`config.mk`:
```
export PLATFORM = sky130hd
export DESIGN_NAME = ram_fifo_stream_ctrl
export DESIGN_NICKNAME = d
export VERILOG_FILES = /design/src/rtl/ram_fifo_stream_ctrl.sv
export SDC_FILE = /design/constraint.sdc
export NUM_CORES = 1
export LEC_CHECK = 0
export ABC_CLOCK_PERIOD_IN_PS = 5000
export BUFFER_PORTS_ARGS = -buffer_cell sky130_fd_sc_hd__buf_4
export CAP_MARGIN = 20
export CORE_ASPECT_RATIO = 0.7
export CORE_MARGIN = 2
export CORE_UTILIZATION = 60
export DETAILED_ROUTE_END_ITERATION = 10
export GPL_TIMING_DRIVEN = 0
export PLACE_DENSITY = 0.85
export SYNTH_ARGS = -nofsm -noshare
export SYNTH_HDL_FRONTEND = slang
export SYNTH_SLANG_ARGS = --single-unit
```
`constraint.sdc`:
```
create_clock -name clk -period 5 [get_ports clk]
set_input_delay 0.75 -clock clk [delete_from_list [all_inputs] [get_ports clk]]
set_output_delay 0.75 -clock clk [all_outputs]
set_load 0.02 [all_outputs]
```
`src/rtl/ram_fifo_stream_ctrl.sv`:
```
// Streaming FIFO controller for a simple dual-port RAM (sync write, one-cycle
// read latency) with a 2-entry first-word-fall-through output buffer.
module ram_fifo_stream_ctrl #(
  parameter int unsigned DATA_WIDTH = 8,
  parameter int unsigned ADDR_WIDTH = 10
) (
  input  logic                  clk,
  input  logic                  reset_n,
  input  logic                  s_valid,
  output logic                  s_ready,
  input  logic [DATA_WIDTH-1:0] s_data,
  output logic                  m_valid,
  input  logic                  m_ready,
  output logic [DATA_WIDTH-1:0] m_data,
  output logic                  ram_we,
  output logic [ADDR_WIDTH-1:0] ram_w_addr,
  output logic [DATA_WIDTH-1:0] ram_d,
  output logic [ADDR_WIDTH-1:0] ram_r_addr,
  input  logic [DATA_WIDTH-1:0] ram_q,
  output logic [ADDR_WIDTH+1:0] count
);

  localparam int unsigned PW = ADDR_WIDTH + 1;
  localparam int unsigned CW = ADDR_WIDTH + 2;
  localparam logic [PW-1:0] DEPTH = {1'b1, {ADDR_WIDTH{1'b0}}};

  logic [PW-1:0]         wr_ptr, iss_ptr, rd_ptr;
  logic [PW-1:0]         wr_nxt, iss_nxt, rd_nxt;
  logic [PW-1:0]         ram_occ_nxt;
  logic                  pend;
  logic [1:0]            buf_cnt, buf_cnt_nxt, buf_after_pop;
  logic [DATA_WIDTH-1:0] buf_head, buf_skid, head_nxt, skid_nxt;
  logic [2:0]            buf_demand;
  logic                  push, pop, issue;
  logic [CW-1:0]         count_nxt;

  // RAM-facing strobes and addresses are direct decodes of the pointers
  assign push       = s_valid & s_ready;
  assign pop        = m_valid & m_ready;
  assign ram_we     = push;
  assign ram_w_addr = wr_ptr[ADDR_WIDTH-1:0];
  assign ram_d      = s_data;
  assign ram_r_addr = iss_ptr[ADDR_WIDTH-1:0];
  assign m_valid    = (buf_cnt != 2'd0);
  assign m_data     = buf_head;

  // Issue decision, pointer/occupancy next state and output-buffer steering
  always_comb begin
    buf_demand    = 3'({1'b0, buf_cnt}) + 3'(pend) - 3'(pop);
    issue         = (wr_ptr != iss_ptr) && (buf_demand <= 3'd1);
    wr_nxt        = wr_ptr + PW'(push);
    iss_nxt       = iss_ptr + PW'(issue);
    rd_nxt        = rd_ptr + PW'(pend);
    buf_after_pop = buf_cnt - 2'(pop);
    buf_cnt_nxt   = buf_after_pop + 2'(pend);
    ram_occ_nxt   = wr_nxt - rd_nxt;
    count_nxt     = CW'(ram_occ_nxt) + CW'(buf_cnt_nxt);
    head_nxt      = buf_head;
    skid_nxt      = buf_skid;
    if (pop) begin
      head_nxt = buf_skid;
    end
    if (pend) begin
      if (buf_after_pop == 2'd0) begin
        head_nxt = ram_q;
      end else begin
        skid_nxt = ram_q;
      end
    end
  end

  // Pointer, pending-read, buffer and flag registers
  always_ff @(posedge clk or negedge reset_n) begin
    if (!reset_n) begin
      wr_ptr   <= '0;
      iss_ptr  <= '0;
      rd_ptr   <= '0;
      pend     <= 1'b0;
      buf_cnt  <= 2'd0;
      buf_head <= '0;
      buf_skid <= '0;
      s_ready  <= 1'b0;
      count    <= '0;
    end else begin
      wr_ptr   <= wr_nxt;
      iss_ptr  <= iss_nxt;
      rd_ptr   <= rd_nxt;
      pend     <= issue;
      buf_cnt  <= buf_cnt_nxt;
      buf_head <= head_nxt;
      buf_skid <= skid_nxt;
      s_ready  <= (ram_occ_nxt != DEPTH);
      count    <= count_nxt;
    end
  end

endmodule

```
# --- After elaboration in Yosys (flattened, before gate mapping) ---
# Index checks and enable logic that the tools add are counted.
word_totals:
  rom_bits: 0
  register_bits: 65
  ramBits: 0
  inputBits: 20
  n_memories: 0
  latch_bits: 0
  wordCells: 31
classes:
  shift: 0
  n_mul: 0
  mux: 3
  order_cmp: 1
  n_div: 0
  add_sub_neg: 9
  n_reduce_logical: 4
  n_bitwise: 3
  eq_ne: 2
op_table:
  columns: ["operator", "n"]
  rows:
  - ["11-bit by 1-bit adder with 11-bit output", 3]
  - ["8-bit two-way mux", 3]
  - ["11-bit by 2-bit adder with 12-bit output", 1]
  - ["11-bit inequality test", 1]
  - ["11-bit inequality test (second input constant)", 1]
  - ["11-bit subtractor", 1]
  - ["2-bit by 1-bit adder with 3-bit output", 1]
  - ["3-bit by 1-bit <= comparator with 1-bit output (second input constant)", 1]
  - ["3-bit by 1-bit subtractor with 3-bit output", 1]
  - ["2-bit by 1-bit adder with 2-bit output", 1]
  - ["1-bit AND", 2]
  - ["2-bit logical NOT", 1]
  - ["2-bit AND reduction", 1]
  - ["2-bit nonzero test", 1]
  - ["2-bit by 1-bit subtractor with 2-bit output", 1]
  - ["1-bit logical AND", 1]
  - ["1-bit NOT", 1]

# --- Depth between registers and ports, before layout ---
# Gate-level depths: netlist of run 1.
depth:
  word_depth: 6
  depth_mapped: 15
  ltp_nobuf: 14

# --- Least setup slack after synthesis of run 1 ---
# Ideal clock, no wire load.
synth_path:
  path_type: "input to register"
  from: "input s_valid"
  to: "register count[11]"
  arrival_ns: 3.572
  required_time_ns: 4.880
  cell_stages: 14
  setup_slack_ns: 1.309
  n_path_buf: 0
  path_cell_list: "and2_1 -> ha_1 -> inv_1 -> ha_1 -> fa_1 -> nor4bb_1 -> a211oi_1 -> a221oi_2 -> a21oi_1 -> xor2_1 -> nor2_1 -> and3_1 -> and3_1 -> and3_1"
synth_via:
  elab_chain_cells: 4
synth_lines:
  columns: ["element", "line_no", "text"]
  rows:
  - ["start, declared", "9", "input logic s_valid,"]
  - ["1-bit AND", "38", "assign push = s_valid & s_ready;"]
  - ["11-bit by 1-bit adder with 11-bit output", "51", "wr_nxt = wr_ptr + PW'(push);"]
  - ["via wr_nxt[0]", "28", "logic [PW-1:0] wr_nxt, iss_nxt, rd_nxt;"]
  - ["11-bit subtractor", "56", "ram_occ_nxt = wr_nxt - rd_nxt;"]
  - ["11-bit by 2-bit adder with 12-bit output", "57", "count_nxt = CW'(ram_occ_nxt) + CW'(buf_cnt_nxt);"]
  - ["via count_nxt[11]", "35", "logic [CW-1:0] count_nxt;"]
  - ["end signal, assigned", "93", "count <= count_nxt;"]
  - ["end, declared", "20", "output logic [ADDR_WIDTH+1:0] count"]
# The timed path passes the listed nets, and every way through them passes these cells.
# A chain may end at the register's enable or synchronous reset.

# --- Worst setup path after layout of run 1 ---
layout_path:
  from: "register pend"
  to: "register s_ready"
layout_via:
  elab_chain_cells: 3
layout_lines:
  columns: ["element", "line_no", "text"]
  rows:
  - ["start, declared", "30", "logic pend;"]
  - ["start signal, assigned", "88", "pend <= issue;"]
  - ["11-bit by 1-bit adder with 11-bit output", "53", "rd_nxt = rd_ptr + PW'(pend);"]
  - ["11-bit subtractor", "56", null]
  - ["11-bit inequality test", "92", "s_ready <= (ram_occ_nxt != DEPTH);"]
  - ["end signal, assigned", "92", null]
  - ["end, declared", "10", "output logic s_ready,"]
# No other way between the ends.

==> summary.md, run 1 <==
| Metric | Value |
|---|---|
| Outcome | `completed` |
| Setup crit end kind | `flip-flop` |
| Pins Over Slew Limit | `0` |
| Total of max-cap violations | `0` |
| All-layer global routing usage | `0.251` |
| Vias in the first global route | `2807` |
| Hold buffer count at CTS | `0` |
| Die area | `between 0.006 and 0.007 sq mm` |
| RSZ-0062 raised after global routing | `false` |
| Switching share of total power | `0.453` |
| Family with the most delay on the worst path | `simple AND/OR/NAND/NOR gates` |
| Tightest Pin Transition | `about 840 ps` |
| Via Count | `2836` |
| Drc violations | `0` |
| Post-Syn Area | `0.00377 sq mm` |
| P_int | `1970 uW` |
| Critical Path Sink | `s_ready$_DFF_PN0_` |
| Yosys top cell area share | `0.432` |
| Clock transition at the registers of the reported paths | `80 ps` |
| Post-CTS sizing | `0` |
| Clock power share | `0.131` |
| Htree depth | `3` |
| Leak pwr | `roughly 0.0022 uW` |
| CP max stage delay | `roughly 520 ps` |
| R2R depth | `14` |
| Hold Path Class | `in2async` |
| Top_reg_cell synth | `dfrtp_1` |
| Buf/Inv on CP | `2` |
| Ys async rst share | `1.00` |
| Post-synthesis register bit count | `65` |
| Wl on met1 | `about 3600 um` |
| Initial antenna violation count | `0` |
| Top Layer Used | `met4` |
| Count leader, synth | `dfrtp_1` |
| Yosys warnings | `0` |
| Number of inserted diodes | `0` |
| Post-DRT Antenna Nets | `0` |
| CP Class | `reg2reg` |
| Stages on the worst setup path | `14` |
| Clock buffer depth | `2` |
| Worst rel slew slack | `0.436` |
| Clock latency on the worst-skew pair | `approximately 340 ps` |
| CTS tree | `yes` |
| P_sw | `around 1600 uW` |
| CP arrival | `4020 ps` |
| DRT Pass-1 Iters | `5` |
| R2r endpoint | `s_ready$_DFF_PN0_` |
| Final TNS setup | `0 ps` |
| # port buffers | `62` |
| CP max FO | `8` |
| Post-synthesis average cell area | `10.5 sq um` |
| Initial Util | `0.612` |
| Max Freq | `262 MHz` |
| Post-synth EDFFs | `0` |
| Number of buffers created by CTS | `9` |
| Top post-synthesis cells by area | `dfrtp_1, xnor2_1, buf_4` |
| Gpl congestion | `0.851` |
| Post-CTS Setup Inserts | `0` |
| Layout cell share with drive strength beyond 1 | `0.320` |
| Setup violators final | `0` |
| Drt wl/cell | `roughly 16 um` |
| Startpoint types | `flip-flop` |
| Pwr/cell area | `794 mW/mm^2` |
| Comb pwr share | `0.614` |
| Number of top-level design ports | `71` |
| Max VDD drop | `around 0.66 mV` |
| Tmin final | `roughly 3800 ps` |
| First-pass GRT wire length | `13500 um` |
| WP data required | `approximately 5200 ps` |
| Sinks on Clock Net | `65` |
| Die extent in x | `slightly below 100 um` |
| Total gr overflow | `0` |
| Core outline area | `0.00616 sq mm` |
| Critical Path, Cell by Cell | `ha_1 > ha_1 > buf_2 > nand3_1 > xor2_1 > ha_1 > inv_1 > or4_1 > o311ai_1 > o21ai_0 > nand3_1 > o2111ai_2 > or3_1 > nand4bb_1` |
| Count of final hold-check violations | `0` |
| Tcrit/Tclk final | `0.764` |
| DR WL met2 | `3890 um` |
| Via/cell ratio | `~5.5` |
| Mapped Cells | `360` |
| Seq/Total Area, Yosys | `0.432` |
| Unique cell type count in the Yosys netlist | `52` |
| Initial drt markers | `191` |
| Final Skew | `~11 ps` |
| CTS Root Cell | `clkbuf_8` |
| Die Y | `70.3 um` |
| Critical path's most frequent cell | `ha_1` |
| Synthesized Nets | `between 300 and 400` |
| Row cnt | `24` |
| Post-synth top cells | `dfrtp_1, xnor2_1, buf_4, inv_1, nand3_1` |
| Placed Area | `0.00433 sq mm` |
| Dpl hpwl | `roughly 6200 um` |
| CP max stage cell | `or4_1` |
| Pwr Total | `between 3000 and 4000 uW` |
| Nets | `472` |
| R2r setup slk | `1180 ps` |
| Metal3 WL | `453 um` |
| Area growth from synthesis to layout | `20.6%` |
| R2R Path Start | `pend$_DFF_PN0_` |
| Leading area contributor after synthesis | `dfrtp_1` |
| Final instance area | `roughly 0.0045 sq mm` |
| Sequential share of power | `0.255` |
| Largest net degree at the start of global routing | `66` |
| Critical path origin | `pend$_DFF_PN0_` |
| Final WL | `8100 um` |
sequential cells by signal (all words and copies together), names as in the netlist:
signal and cells:
iss_ptr 11, buf_skid 8, wr_ptr 11, rd_ptr 11, buf_cnt 2, s_ready 1, pend 1, m_data 8
count 12
layer usage:
layer	global-route usage	up-vias
li1	-	1342
met1	0.351	1397
met2	0.392	85
met3	0.0541	12
met4	0.0868	0
met5	0	-
layout by cell type, fill, tap and decap left out, types with 2 or more instances in the layout:
cell / n
a21oi_2: 2
clkbuf_8: 11
o21a_1: 2
o21ai_0: 14
nand2_1: 21
o21ai_1: 3
xnor2_1: 36
mux2i_1: 8
and3_1: 11
xnor2_2: 2
inv_6: 2
nand4_1: 8
inv_1: 24
xor2_2: 2
fa_1: 3
a211oi_1: 2
dfrtp_1: 65
buf_4: 90
inv_2: 2
ha_1: 16
nand3_2: 2
and3_2: 2
a21oi_1: 6
mux2_2: 8
xor2_1: 17
buf_2: 3
nand3_1: 22
nor2_1: 16
clkbuf_1: 2
nor2b_1: 5
nor3_1: 5
worst register-to-register path, delay by kind of cell, from the launching register on:
family / cells / cell delay [ps]
and+or+nand+nor: 5 / 1370
adders and majority gates: 3 / 830
AOI/OAI and AO/OA: 3 / 560
DFF: 1 / 460
buffers and inverters: 2 / 300
xor gates and xnor gates: 1 / 170
worst min-delay path by stage:
stage / cells after the start / end / slack [ps]
finish: 1 / iss_ptr[9]$_DFF_PN0_ / 490
global placement: 1 / rd_ptr[10]$_DFF_PN0_ / 460
global route: 1 / rd_ptr[10]$_DFF_PN0_ / 500
detailed placement: 1 / rd_ptr[10]$_DFF_PN0_ / 480
CTS: 1 / rd_ptr[10]$_DFF_PN0_ / 490
floorplan: 0 / buf_cnt[0]$_DFF_PN0_ / 450
layout make-up:
cell class | count | area [sq um]
Clock buffer | 11 | 151
Multi-Input combinational cell | 236 | 1810
Clock inverter | 5 | 61.3
Fill cell | 424 | 1610
Timing Repair Buffer | 62 | 465
Inverter | 26 | 97.6
Sequential cell | 65 | 1630
Tap cell | 78 | 97.6
Buffer | 33 | 233
per-stage QoR:
stage               hold slack [ps]  utilization  std cells  setup WS (ps)
global placement                463        0.704        500           1020
CTS                             491        0.738        516           1210
floorplan                       451            -        360           1310
global route                    504        0.738        516            962
detailed placement              479        0.704        500            877
finish                          487        0.738        516           1180
cells by family after synthesis:
kind of cell	count (synthesis)	share of synthesized area
AO/OA/AOI/OAI	42	0.0810
buffers and inverters	59	0.0877
flip-flops	65	0.432
XOR/XNOR	57	0.140
multiplexers	16	0.0452
adder cells (fa/ha/maj)	20	0.0720
AND/OR/NAND/NOR	101	0.142
power by group through the flow:
stage          sequential, uW  clock [uW]  combinational (uW)
2_1_floorplan             981           0                1540
3_3_place_gp              911           0                2110
3_5_place_dp              928           0                2200
4_1_cts                   919         481                2220
5_1_grt                   952         501                2450
6_report                  921         472                2210
Note: power is estimated with default switching activity, not from simulation.
==> run 2: changes to the inputs <==
- ABC_AREA: unset -> 1
- ABC_CLOCK_PERIOD_IN_PS: 5000 -> 3400
- CORE_UTILIZATION: 60 -> 51
- PLACE_DENSITY: 0.85 -> 0.76
- clock period: 5 -> 3.4 ns (I/O delays scaled with it)
==> run 2 against run 1 <==
  * Via count is 22% higher
  * Flip-flop and latch count did not move
  * Die area is 29% higher
  * Non-clock buffer count up 15
  * Largest cell class unchanged
==> summary.md, run 2 <==
| Metric | Value |
|---|---|
| RSZ-0062 raised after global routing | `true` |
| Via Count | `~3500` |
| Final WS setup | `94.3 ps` |
| Post-synthesis average cell area | `~8.6 sq um` |
| Startpoint types | `flip-flop` |
| Final instance area | `about 0.0054 sq mm` |
| Tcrit/Tclk final | `0.972` |
| Total gr overflow | `0` |
| Layout cell share with drive strength beyond 1 | `0.390` |
| Via/cell ratio | `5.07` |
| Vias in the first global route | `3310` |
| Final WL | `9700 um` |
| Top post-synthesis cells by area | `dfrtp_1, nand2_1, xor2_1` |
| Synthesized Nets | `about 530` |
| Outcome | `completed` |
| Initial Util | `0.529` |
| Unique cell type count in the Yosys netlist | `36` |
| Row cnt | `27` |
| Largest register FFs | `12` |
| Sinks on Clock Net | `65` |
| Die Y | `79.9 um` |
| Reg with most FFs | `count` |
| Yosys warnings | `0` |
| Post-synth EDFFs | `0` |
| Yosys top cell area share | `0.387` |
| Pins Over Slew Limit | `0` |
| Initial drt markers | `258` |
| Ys async rst share | `1.00` |
| All-layer global routing usage | `0.223` |
| Number of inserted diodes | `0` |
| Leak pwr | `0.00277 uW` |
| Drc violations | `0` |
| Filler cells | `618` |
| Final TNS setup | `0 ps` |
| Top_reg_cell synth | `dfrtp_1` |
| Final core utilization | `0.678` |
| Clock transition at the registers of the reported paths | `60 ps` |
| Drt wl/cell | `14.2 um` |
| Final Skew | `8.40 ps` |
| Commonest cells after routing, fill and taps aside | `buf_4, nand2_1, dfrtp_1` |
| Max VDD drop | `0.838 mV` |
| Max Freq | `a little over 300 MHz` |
| Tmin final | `3310 ps` |
| Post-Syn Area | `0.00420 sq mm` |
| Area growth from synthesis to layout | `28.2%` |
| # port buffers | `62` |
| Post-DRT Antenna Nets | `0` |
| Setup crit end kind | `flip-flop` |
| Count of final hold-check violations | `0` |
| R2R depth | `17` |
| Die extent in x | `112 um` |
| Number of buffers created by CTS | `9` |
| Hold Path Class | `in2async` |
| CP Class | `reg2reg` |
| Count leader, synth | `nand2_1` |
| Tightest Pin Transition | `823 ps` |
| Clock latency on the worst-skew pair | `around 330 ps` |
| Commonest non-fill, non-tap cell in the layout | `buf_4` |
| Htree depth | `3` |
| Total of max-cap violations | `0` |
| Pwr/cell area | `1200 mW/mm^2` |
| R2r setup slk | `90 ps` |
| Placed Area | `0.00481 sq mm` |
| Gpl congestion | `between 0.8 and 0.9` |
| Layout Cells excl Fill | `approximately 700` |
| CTS tree | `yes` |
| Cell Count Post-Placement | `652` |
| Post-synthesis register bit count | `65` |
| Leading area contributor after synthesis | `dfrtp_1` |
| DRT Pass-1 Iters | `5` |
| R2r endpoint | `iss_ptr[10]$_DFF_PN0_` |
| WP data required | `~3600 ps` |
| R2R Path Start | `buf_cnt[1]$_DFF_PN0_` |
| CTS Root Cell | `clkbuf_16` |
| Largest net degree at the start of global routing | `66` |
| Post-synth top cells | `nand2_1, dfrtp_1, inv_1, nand3_1, nand2_2` |
| Number of top-level design ports | `71` |
| Setup WS pre-CTS | `-391 ps` |
| Seq/Total Area, Yosys | `0.387` |
| Clock buffer depth | `2` |
| Dpl hpwl | `6820 um` |
| Setup violators final | `0` |
| Initial antenna violation count | `0` |
| Worst rel slew slack | `0.451` |
| CP arrival | `approximately 3500 ps` |
| Nets | `around 600` |
| First-pass GRT wire length | `15700 um` |
| Mapped Cells | `between 400 and 500` |
| Core outline area | `0.00794 sq mm` |
| Die area | `0.00899 sq mm` |
| CP max FO | `3` |
==> run 2: cell types whose count changed in the layout (fill, tap and decap cells not counted), sizes merged, moves of 13 or more <==
cell	before	now
xnor2	38	11
nand2	22	132
and3	13	0
nand3	24	46
inv	28	66
nor2	16	37
buf	93	110
==> run 2: critical path, cell delays in order (launching register included) <==
cell,delay (ps)
dfrtp_1,420
inv_2,100
nand2_4,70
nand2_4,90
clkinvlp_4,120
nand2_4,90
nand2_4,50
ha_4,160
fa_1,510
a2111oi_4,370
ha_2,280
ha_4,150
nand3_4,90
nor3b_4,220
nand2_1,100
nor2_2,170
nand3_2,80
xnor2_1,130
==> run 2: how the worst max path moves through the flow <==
stage / slack [ps] / depth (start not counted) / to / startpoint
2_1_floorplan: 10 / 17 / iss_ptr[10]$_DFF_PN0_ / buf_cnt[1]$_DFF_PN0_
3_3_place_gp: -320 / 17 / iss_ptr[10]$_DFF_PN0_ / buf_cnt[1]$_DFF_PN0_
3_5_place_dp: -390 / 17 / iss_ptr[10]$_DFF_PN0_ / buf_cnt[1]$_DFF_PN0_
4_1_cts: 10 / 19 / iss_ptr[10]$_DFF_PN0_ / buf_cnt[1]$_DFF_PN0_
5_1_grt: -80 / 17 / iss_ptr[10]$_DFF_PN0_ / buf_cnt[1]$_DFF_PN0_
6_report: 90 / 17 / iss_ptr[10]$_DFF_PN0_ / buf_cnt[1]$_DFF_PN0_
==> run 2: logic make-up after synthesis <==
group / share of synthesized area
adders and majority gates: 0.0620
DFF: 0.387
buffers and inverters: 0.119
AOI/OAI and AO/OA: 0.0429
muxes: 0.0134
xor gates and xnor gates: 0.0751
and+or+nand+nor: 0.301
==> run 2: final cells by class <==
class                   instances  area, sq um  area share
clock inverters                 6         88.8      0.0165
multi-input cells             325         2220       0.413
clock buffers                  10          239      0.0444
flip-flops and latches         65         1630       0.302
repair buffers                 77          578       0.107
well taps                     101          126      0.0235
inverters                      66          251      0.0467
plain buffers                  33          250      0.0465
==> run 2: through the flow <==
| step | total power (uW) | hold slack (ps) |
|---|---|---|
| after floorplan | 4200 | 214 |
| after global placement | 5040 | 469 |
| after global routing | 7000 | 357 |
| final | 6450 | 261 |
| after detailed placement | 5140 | 477 |
| after CTS | 6280 | 308 |
==> run 2: where the power goes <==
group / leakage [uW] / total (uW) / switching [uW] / internal (uW)
Sequential: 0.000790 / 1390 / 280 / 1110
Clock: 0.000155 / 1010 / 343 / 662
Combinational: 0.00182 / 4050 / 2400 / 1640
==> run 2: routing by layer <==
layer	part of all wire	track usage
met1	0.44	0.301
met2	0.49	0.363
met3	0.061	0.0569
met4	0.011	0.0573
met5	0	0
==> run 2: timing repair <==
item	in CTS	in global routing
pin swaps	4	12
setup buffers	5	10
hold endpoints to repair	0	0
hold buffers	0	0
endpoints found under the setup margin	4	8
gates resized for setup	7	24
